$ cat src/rtl/note_tone_synth_if.sv
// Command/audio bundle between the note lookup stage, the tone synth and the audio output path.
// The master side issues note commands and sample ticks and receives the audio stream.
interface note_tone_synth_if #(
    parameter int SAMPLE_W = 8
);
    logic                note_valid_in;
    logic [5:0]          note_index_in;
    logic                sample_tick_in;
    logic [SAMPLE_W-1:0] audio_out;
    logic                audio_valid_out;
    logic                busy_out;
    logic [4:0]          playing_note_out;
    logic                reject_out;

    modport master (
        output note_valid_in,
        output note_index_in,
        output sample_tick_in,
        input  audio_out,
        input  audio_valid_out,
        input  busy_out,
        input  playing_note_out,
        input  reject_out
    );

    modport slave (
        input  note_valid_in,
        input  note_index_in,
        input  sample_tick_in,
        output audio_out,
        output audio_valid_out,
        output busy_out,
        output playing_note_out,
        output reject_out
    );
endinterface

$ cat src/rtl/note_tone_synth.sv
// Plays a transcribed note index back as a sawtooth tone: bin table -> phase increment ->
// phase accumulator stepped on each audio sample tick, for a fixed number of samples per note.
module note_tone_synth #(
    parameter int NUM_NOTES      = 22,
    parameter int PHASE_W        = 24,
    parameter int SAMPLE_W       = 8,
    parameter int INC_PER_BIN    = 4096,
    parameter int DURATION_TICKS = 4800
) (
    input  logic            clk_in,
    input  logic            rst_in,
    note_tone_synth_if.slave bus
);
    localparam int TABLE_SIZE = 22;
    localparam int CNT_W      = $clog2(DURATION_TICKS + 1);

    localparam int BIN_TABLE [TABLE_SIZE] = '{
        126, 133, 141, 149, 158, 168, 178, 188, 200, 212, 224,
        238, 252, 267, 283, 299, 317, 336, 356, 377, 400, 424
    };

    localparam logic [SAMPLE_W-1:0] MIDSCALE      = {1'b1, {(SAMPLE_W-1){1'b0}}};
    localparam logic [CNT_W-1:0]    LAST_TICK     = CNT_W'(DURATION_TICKS - 1);
    localparam logic [5:0]          NUM_NOTES_CMP = 6'(NUM_NOTES);

    typedef enum logic [1:0] {
        ST_IDLE = 2'd0,
        ST_LOAD = 2'd1,
        ST_PLAY = 2'd2
    } state_t;

    state_t state_reg;
    state_t state_next;

    logic [PHASE_W-1:0]  phase_reg;
    logic [PHASE_W-1:0]  inc_reg;
    logic [CNT_W-1:0]    tick_count_reg;
    logic [SAMPLE_W-1:0] audio_reg;
    logic                audio_valid_reg;
    logic                reject_reg;
    logic [4:0]          playing_note_reg;

    logic load_en;
    logic play_en;
    logic busy;

    // Phase increments are fixed at elaboration; entries beyond the bin table play nothing.
    logic [PHASE_W-1:0] inc_table [NUM_NOTES];

    generate
        for (genvar gi = 0; gi < NUM_NOTES; gi++) begin : g_inc_table
            if (gi < TABLE_SIZE) begin : g_entry
                localparam logic [31:0] INC_FULL = 32'(BIN_TABLE[gi] * INC_PER_BIN);
                assign inc_table[gi] = INC_FULL[PHASE_W-1:0];
            end else begin : g_empty
                assign inc_table[gi] = '0;
            end
        end
    endgenerate

    // Command decode
    logic       cmd_present;
    logic [4:0] cmd_note;
    logic       cmd_in_range;
    logic       cmd_accept;
    logic       cmd_reject;
    logic       cmd_silence;

    assign cmd_present  = bus.note_index_in[5];
    assign cmd_note     = bus.note_index_in[4:0];
    assign cmd_in_range = ({1'b0, cmd_note} < NUM_NOTES_CMP);
    assign cmd_accept   = bus.note_valid_in &  cmd_present &  cmd_in_range;
    assign cmd_reject   = bus.note_valid_in &  cmd_present & ~cmd_in_range;
    assign cmd_silence  = bus.note_valid_in & ~cmd_present;

    logic [PHASE_W-1:0]  phase_sum;
    logic [SAMPLE_W-1:0] tone_sample;
    logic                last_sample;

    assign phase_sum   = phase_reg + inc_reg;
    assign tone_sample = phase_sum[PHASE_W-1 -: SAMPLE_W];
    assign last_sample = (tick_count_reg == LAST_TICK);

    // State register
    always_ff @(posedge clk_in) begin
        if (rst_in) begin
            state_reg <= ST_IDLE;
        end else begin
            state_reg <= state_next;
        end
    end

    // Next-state logic; a note command overrides whatever the tick would have done.
    always_comb begin
        state_next = state_reg;
        case (state_reg)
            ST_IDLE: state_next = ST_IDLE;
            ST_LOAD: state_next = ST_PLAY;
            ST_PLAY: begin
                if (bus.sample_tick_in && last_sample) begin
                    state_next = ST_IDLE;
                end
            end
            default: state_next = ST_IDLE;
        endcase
        if (cmd_accept) begin
            state_next = ST_LOAD;
        end else if (cmd_silence) begin
            state_next = ST_IDLE;
        end
    end

    // Output decode from the registered state
    always_comb begin
        load_en = 1'b0;
        play_en = 1'b0;
        busy    = 1'b0;
        case (state_reg)
            ST_LOAD: begin
                load_en = 1'b1;
                busy    = 1'b1;
            end
            ST_PLAY: begin
                play_en = 1'b1;
                busy    = 1'b1;
            end
            default: begin
                load_en = 1'b0;
                play_en = 1'b0;
                busy    = 1'b0;
            end
        endcase
    end

    // Datapath: the tick is handled against the current state first, then commands take over.
    always_ff @(posedge clk_in) begin
        if (rst_in) begin
            phase_reg        <= '0;
            inc_reg          <= '0;
            tick_count_reg   <= '0;
            audio_reg        <= MIDSCALE;
            audio_valid_reg  <= 1'b0;
            reject_reg       <= 1'b0;
            playing_note_reg <= '0;
        end else begin
            audio_valid_reg <= bus.sample_tick_in;
            reject_reg      <= cmd_reject;

            if (bus.sample_tick_in) begin
                if (play_en) begin
                    phase_reg      <= phase_sum;
                    audio_reg      <= tone_sample;
                    tick_count_reg <= tick_count_reg + 1'b1;
                end else begin
                    audio_reg <= MIDSCALE;
                end
            end

            if (load_en) begin
                inc_reg        <= inc_table[playing_note_reg];
                phase_reg      <= '0;
                tick_count_reg <= '0;
            end

            if (cmd_accept) begin
                playing_note_reg <= cmd_note;
                phase_reg        <= '0;
            end else if (cmd_silence) begin
                phase_reg <= '0;
            end
        end
    end

    assign bus.audio_out        = audio_reg;
    assign bus.audio_valid_out  = audio_valid_reg;
    assign bus.busy_out         = busy;
    assign bus.playing_note_out = playing_note_reg;
    assign bus.reject_out       = reject_reg;

endmodule

$ cat src/flat_wrapper.sv
// flat-port wrapper written by rule: the top's interface ports become plain ports
module note_tone_synth_flat 
#(
    parameter int NUM_NOTES      = 22,
    parameter int PHASE_W        = 24,
    parameter int SAMPLE_W       = 8,
    parameter int INC_PER_BIN    = 4096,
    parameter int DURATION_TICKS = 4800
)
  (clk_in, rst_in, bus_note_valid_in, bus_note_index_in, bus_sample_tick_in, bus_audio_out, bus_audio_valid_out, bus_busy_out, bus_playing_note_out, bus_reject_out);
  note_tone_synth_if #(.SAMPLE_W(SAMPLE_W)) bus_i ();
  input  logic clk_in;
  input  logic rst_in;
  input wire logic [$bits(bus_i.note_valid_in)-1:0] bus_note_valid_in;
  input wire logic [$bits(bus_i.note_index_in)-1:0] bus_note_index_in;
  input wire logic [$bits(bus_i.sample_tick_in)-1:0] bus_sample_tick_in;
  output wire logic [$bits(bus_i.audio_out)-1:0] bus_audio_out;
  output wire logic [$bits(bus_i.audio_valid_out)-1:0] bus_audio_valid_out;
  output wire logic [$bits(bus_i.busy_out)-1:0] bus_busy_out;
  output wire logic [$bits(bus_i.playing_note_out)-1:0] bus_playing_note_out;
  output wire logic [$bits(bus_i.reject_out)-1:0] bus_reject_out;
  assign bus_i.note_valid_in = bus_note_valid_in;
  assign bus_i.note_index_in = bus_note_index_in;
  assign bus_i.sample_tick_in = bus_sample_tick_in;
  assign bus_audio_out = bus_i.audio_out;
  assign bus_audio_valid_out = bus_i.audio_valid_out;
  assign bus_busy_out = bus_i.busy_out;
  assign bus_playing_note_out = bus_i.playing_note_out;
  assign bus_reject_out = bus_i.reject_out;
  note_tone_synth #(.NUM_NOTES(NUM_NOTES), .PHASE_W(PHASE_W), .SAMPLE_W(SAMPLE_W), .INC_PER_BIN(INC_PER_BIN), .DURATION_TICKS(DURATION_TICKS)) u_core (.clk_in(clk_in), .rst_in(rst_in), .bus(bus_i));
endmodule
$ cat config.mk
export PLATFORM = sky130hd
export DESIGN_NAME = note_tone_synth_flat
export DESIGN_NICKNAME = d
export VERILOG_FILES = /design/src/rtl/note_tone_synth_if.sv /design/src/rtl/note_tone_synth.sv /design/src/flat_wrapper.sv
export SDC_FILE = /design/constraint.sdc
export NUM_CORES = 1
export LEC_CHECK = 0
export CORE_MARGIN = 5
export CORE_UTILIZATION = 55
export DETAILED_ROUTE_END_ITERATION = 10
export HOLD_SLACK_MARGIN = 0.06
export PLACE_DENSITY = 0.78
export SYNTH_ARGS = -nofsm -noshare
export SYNTH_HDL_FRONTEND = slang
export SYNTH_SLANG_ARGS = --single-unit
$ cat constraint.sdc
create_clock -name clk_in -period 4.25 [get_ports clk_in]
set_input_delay 0.6375 -clock clk_in [delete_from_list [all_inputs] [get_ports clk_in]]
set_output_delay 0.6375 -clock clk_in [all_outputs]
set_load 0.05 [all_outputs]
==> run_results.csv, run 1 <==
group,metric,value,unit
status,status,"finished, final reports clean",
synth,yosysUniqueCellTypes,53,
clock_tree,post_cts_resized,0,
final_layout,diodes,0,
grt,globalRouteTotalUtil,0.1936,
worst_setup_path,startpoint_type,"flop",
floorplan,die_h,82.13,µm
synth,synthFlopType,"dfxtp_1",
route,routed-via-count,2408,
synth,synth_edf_count,0,
worst_setup_path,r2r_setup_slack,1800,ps
worst_setup_path,cpMaxStageDelayCell,"clkdlybuf4s50_1",
clock_tree,clock-sinks,51,
route,met2_length,2.925,mm
place,port_buffers,25,
route,drt_first_pass_iters,4,
hold_path,holdCritPathClass,"flop to flop",
synth,syn_area_per_cell,8.343,µm²
route,ant_nets,0,
clock_tree,holdBufCountCts,0,
floorplan,initial_core_util,0.5639,
synth,synth_area_leaders,"dfxtp_1, ha_1, a21oi_1",
worst_setup_path,cp_num_buf_inv,1,
clock_tree,post_cts_buffers,0,
timing,clock_skew,3.565,ps
worst_setup_path,required,3610,ps
timing,grt_setup_unrepaired,"no",
synth,muxShareOfSynthArea,0.04373,
timing,finalCriticalPeriod,2616,ps
timing,fmax,382.3,MHz
synth,yosys_register_bits,51,
synth,yosys.area.top_type_share,0.3568,
grt,grt_overflow,0,
power_and_ir_drop,p_leak,1.225,nW
clock_tree,h-tree-depth,2,
place,dpl.hpwl,4.209,mm
floorplan,dieArea,6745,µm²
synth,ys_seq_area_frac,0.3568,
final_layout,final_area,3229,µm²
route,wire_per_inst,14.09,µm
grt,antenna_found_initial,0,
floorplan,num_rows,26,
worst_setup_path,cp_max_fo,20,
route,post-route-drc-count,0,
route,met3WireLength,192,µm
synth,yosys.area_share.adder,0.1032,
route,highest_layer,"met4",
worst_setup_path,worstPathCellList,"clkdlybuf4s50_1",
final_layout,largest_reg_flops,13,
timing,finalSetupTns,0,ps
synth,async_flop_share,0,
worst_setup_path,worstSetupPathType,"flop to output port",
synth,yosys.area.top_type,"dfxtp_1",
synth,synth-compound-area-share,0.1880,
timing,setup_viol,0,
clock_tree,insertion_delay,300,ps
synth,synthSimpleGateAreaFrac,0.2169,
grt,grt_pass1_wl,10.23,mm
timing,slew_headroom,0.5649,
timing,hold_viol_final,0,
power_and_ir_drop,vdd_drop_max,0.1948,mV
final_layout,final_core_util,0.6363,
synth,synth_top_family_by_area,"simple AND/OR/NAND/NOR gates",
floorplan,core,5075,µm²
final_layout,drive_gt1_frac,0.03641,
worst_setup_path,cp_top_family,"buffers and inverters",
flow_run,cap_violations,0,
route,first_iter_violations,116,
place,preCtsSetupSlack,1352,ps
grt,grt_max_degree,34,
worst_setup_path,cp.arrival,1980,ps
place,gp_congestion,0.8584,
route,wl,6.017,mm
route,viasPerCell,5.639,
synth,synthXorXnorAreaFrac,0.03979,
final_layout,areaGrowthSynthToFinish,12.86,%
clock_tree,cts-buffers-inserted,5,
timing,worst_slew_pin_slew,651.0,ps
timing,slew_viol_final,0,
grt,grt_pass1_vias,2310,
floorplan,die_w,82.13,µm
clock_tree,ctsRootBufferMaster,"clkbuf_8",
worst_setup_path,slowest_delay,930,ps
synth,syn_area,2861,µm²
clock_tree,cts_tree,"built",
clock_tree,clk_pin_slew,90,ps
floorplan,io_pins,26,
route,wl_met1,2.797,mm
clock_tree,cts_buffer_depth,2,
timing,setup_slack,1634,ps
synth,syn_nets,376,
final_layout,nets,389,
power_and_ir_drop,powerDensity,294.0,nW/µm²
worst_setup_path,end_kind,"output port",
timing,finalCritPeriodShare,0.6155,
place,place_area,3112,µm²
synth,yosys_warnings,0,
synth,syn_inst,343,
## final timing paths
| kind | start | end | cells past startpoint |
|---|---|---|---|
| max | u_core.bus.playing_note_out[4]$_SDFFE_PP0P_ | bus_playing_note_out[4] | 1 |
| min reg2reg | u_core.phase_reg[17]$_SDFFE_PP0P_ | u_core.phase_reg[17]$_SDFFE_PP0P_ | 2 |
| min | u_core.phase_reg[17]$_SDFFE_PP0P_ | u_core.phase_reg[17]$_SDFFE_PP0P_ | 2 |
| max reg2reg | u_core.state_reg[1]$_SDFFE_PP0P_ | u_core.phase_reg[19]$_SDFFE_PP0P_ | 6 |
## cells in the final DEF (no fill, tap or decap), types with 4 or more instances in the layout
master | netlist | routed
dfxtp_1 | 51 | 51
xnor2_1 | 6 | 6
clkbuf_8 | 0 | 6
nand2b_1 | 9 | 9
a21oi_1 | 31 | 31
or3_1 | 9 | 9
ha_1 | 22 | 22
nor2b_1 | 5 | 5
o21ai_0 | 6 | 6
o21ai_1 | 7 | 7
mux2i_1 | 8 | 8
nor2_1 | 34 | 34
nor3_1 | 11 | 11
nand4_1 | 7 | 7
nand2_1 | 34 | 34
and3_1 | 5 | 5
clkdlybuf4s50_1 | 0 | 25
a211oi_1 | 10 | 10
a21o_1 | 6 | 6
a31oi_1 | 5 | 5
xor2_1 | 7 | 7
inv_1 | 11 | 11
nand3_1 | 4 | 4
## logic make-up after synthesis
| group | after synthesis |
|---|---|
| multiplexers | 11 |
| buffers and inverters | 33 |
| XOR/XNOR | 13 |
| flip-flops | 51 |
| AND/OR/NAND/NOR | 128 |
| adder cells (fa/ha/maj) | 23 |
| AO/OA/AOI/OAI | 84 |
## metrics by stage
step	hold WS [ps]	instances	total power, W
after floorplan	433.0	343	0.0005807
after global placement	448.6	419	0.0006069
after detailed placement	452.5	419	0.0006100
after CTS	465.3	427	0.0009567
after global routing	500.8	427	0.0009918
final	463.4	427	0.0009496
## layout make-up
cell class | instances | area, µm²
Clock buffer | 6 | 82.58
Clock inverter | 2 | 35.03
Fill cell | 470 | 1846
Inverter | 12 | 45.04
Multi-Input combinational cell | 259 | 1693
Sequential cell | 51 | 1021
Tap cell | 70 | 87.58
Timing Repair Buffer | 27 | 265.3
## metal layers
| metal | up-vias | track usage |
|---|---|---|
| met5 | - | 0 |
| met4 | 0 | 0.06146 |
| met3 | 11 | 0.04013 |
| met2 | 38 | 0.3393 |
| met1 | 1118 | 0.2366 |
| li1 | 1241 | - |
## cell usage after synthesis (7+ instances only)
cell	number
dfxtp_1	51
nand2_1	34
nor2_1	34
a21oi_1	31
ha_1	22
clkbuf_1	15
inv_1	11
nor3_1	11
a211oi_1	10
nand2b_1	9
or3_1	9
mux2i_1	8
nand4_1	7
o21ai_1	7
xor2_1	7
## power by group
group	internal [W]	switching, W	leakage, nW
registers	0.000485	0.0000116	0.412
logic	0.0000421	0.0000606	0.751
clock network	0.000191	0.000160	0.0612
Power figures use the tool's default switching activity.
==> run 2, diff against run 1 <==
- CORE_UTILIZATION: 55 -> 52
- PLACE_DENSITY: 0.78 -> 0.77
- clock period: 4.25 -> 2.3 ns (I/O delays scaled with it)
==> run 2 against run 1 <==
Against the previous run:
- critical path depth rose by 3
- global-route usage down 1.6 points
- sequential power grew 82%
- sequential share of layout area shrank 0.62 points
- largest power group unchanged
- setup slack got worse by 1500 ps
- cell count up 3.5%
- critical path type unchanged
- wire length rose by 1.1%
==> run_results.csv, run 2 (synthesis results as in run 1) <==
group,metric,value,unit
route,first_iter_violations,143,
final_layout,stdcell_count,442,
clock_tree,ctsRootBufferMaster,"clkbuf_8",
clock_tree,cts-buffers-inserted,5,
hold_path,hold_depth,2,
worst_setup_path,required,1960,ps
grt,grt_pass1_wl,10.65,mm
floorplan,die_h,84.18,µm
final_layout,areaGrowthSynthToFinish,15.26,%
route,wire_per_inst,13.77,µm
floorplan,num_rows,27,
worst_setup_path,crit_top_cell,"inv_1",
timing,clock_skew,3.838,ps
place,gp_congestion,0.9276,
worst_setup_path,cp_max_fo,2,
clock_tree,post_cts_resized,0,
route,ant_nets,0,
floorplan,io_pins,26,
status,status,"finished, final reports clean",
worst_setup_path,r2r_cells,7,
route,viasPerCell,5.609,
timing,finalCritPeriodShare,0.9532,
grt,grt_overflow,0,
worst_setup_path,slowest_delay,790,ps
clock_tree,clock-sinks,51,
timing,slew_headroom,0.6617,
timing,hold_viol_final,0,
clock_tree,holdBufCountCts,0,
final_layout,fill_cells,472,
worst_setup_path,r2r-end,"u_core.bus.audio_out[6]$_SDFFE_PP0P_",
place,port_buffers,25,
power_and_ir_drop,vdd_drop_max,0.3647,mV
timing,finalCriticalPeriod,2192,ps
power_and_ir_drop,powerDensity,498.0,nW/µm²
final_layout,final_cell_mix,"dfxtp_1, nor2_1, nand2_1",
clock_tree,clk_pin_slew,90,ps
grt,antenna_found_initial,0,
power_and_ir_drop,p_leak,1.270,nW
clock_tree,cts_tree,"built",
hold_path,hold_end,"u_core.phase_reg[18]$_SDFFE_PP0P_",
final_layout,largest_reg_flops,13,
timing,grt_setup_unrepaired,"no",
worst_setup_path,worstPathCellList,"inv_1 > ha_1 > inv_1 > clkdlybuf4s50_1",
worst_setup_path,end_kind,"output port",
final_layout,multiInputGateArea,1693,µm²
timing,worst_slew_pin_slew,505.9,ps
grt,globalRouteTotalUtil,0.1777,
floorplan,die_w,84.18,µm
route,drt_first_pass_iters,4,
place,dpl.cell_count,434,
final_layout,diodes,0,
final_layout,final_common_cell,"dfxtp_1",
worst_setup_path,r2r_setup_slack,170,ps
floorplan,core,5439,µm²
route,routed-via-count,2479,
final_layout,regArea,1022,µm²
place,preCtsSetupSlack,141.7,ps
hold_path,min-delay-start,"u_core.phase_reg[18]$_SDFFE_PP0P_",
timing,slew_viol_final,0,
grt,grt_max_degree,33,
clock_tree,h-tree-depth,2,
hold_path,holdCritPathClass,"flop to flop",
worst_setup_path,timing.rr.start,"u_core.inc_reg[12]$_SDFFE_PP0P_",
worst_setup_path,worstSetupPathType,"flop to output port",
route,wl,6.086,mm
worst_setup_path,startpoint_type,"flop",
final_layout,drive_gt1_frac,0.07027,
grt,grt_pass1_vias,2396,
power_and_ir_drop,power,0.001642,W
final_layout,nets,402,
floorplan,dieArea,7086,µm²
timing,setup_viol,0,
clock_tree,insertion_delay,300,ps
flow_run,cap_violations,0,
timing,finalSetupTns,0,ps
route,post-route-drc-count,0,
clock_tree,cts_buffer_depth,2,
timing,setup_slack,107.7,ps
place,dpl.hpwl,4.419,mm
timing,fmax,456.1,MHz
clock_tree,post_cts_buffers,0,
worst_setup_path,cp.arrival,1850,ps
worst_setup_path,cpMaxStageDelayCell,"clkdlybuf4s50_1",
floorplan,initial_core_util,0.5261,
run 2: cell count changes in the layout (fill, tap and decap cells not counted), sizes merged:
cell / delta
buf: +13
bufinv: -1
clkinvlp: +1
run 2: area by class of cell:
type	instances	area share
tap	72	0.02731
sequential	51	0.3099
inverter	12	0.01366
clock buffer	6	0.02200
multi-input combinational	259	0.5133
timing repair buffer	40	0.1100
clock inverter	2	0.003794
run 2: power breakdown:
part | leakage [nW] | switching [W] | total (W) | internal (W)
clock | 0.0412 | 0.000307 | 0.000520 | 0.000214
combinational | 0.816 | 0.000127 | 0.000216 | 0.0000895
sequential | 0.413 | 0.00000955 | 0.000906 | 0.000896
run 2: worst max-delay path by stage:
stage | depth (start not counted) | start | endpoint
2_1_floorplan | 6 | u_core.bus.playing_note_out[1]$_SDFFE_PP0P_ | u_core.inc_reg[16]$_SDFFE_PP0P_
5_1_grt | 4 | u_core.state_reg[0]$_SDFFE_PP0P_ | bus_busy_out
3_5_place_dp | 6 | bus_note_index_in[1] | u_core.phase_reg[19]$_SDFFE_PP0P_
4_1_cts | 4 | u_core.state_reg[0]$_SDFFE_PP0P_ | bus_busy_out
6_report | 4 | u_core.state_reg[0]$_SDFFE_PP0P_ | bus_busy_out
3_3_place_gp | 6 | bus_note_index_in[2] | u_core.phase_reg[19]$_SDFFE_PP0P_
run 2: worst max-delay path, delay by kind of cell, from the launching register on:
kind                     cells  cell delay, ps
buffers and inverters        3             910
flip-flops                   1             350
adder cells (fa/ha/maj)      1             300
run 2: metrics by stage:
step | utilization | hold slack (ps) | area [µm²]
after floorplan | - | 433.0 | 2863
after global placement | 0.5908 | 443.2 | 3213
after detailed placement | 0.5908 | 449.3 | 3213
after CTS | 0.6064 | 462.4 | 3298
after global routing | 0.6064 | 480.6 | 3298
final | 0.6064 | 457.7 | 3298
run 2: routing by layer:
layer,global-route usage,vias up,part of all wire
met5,0,-,0
met4,0.05409,0,0.016
met3,0.03435,12,0.031
met2,0.2927,43,0.47
met1,0.2359,1151,0.48
li1,-,1273,-
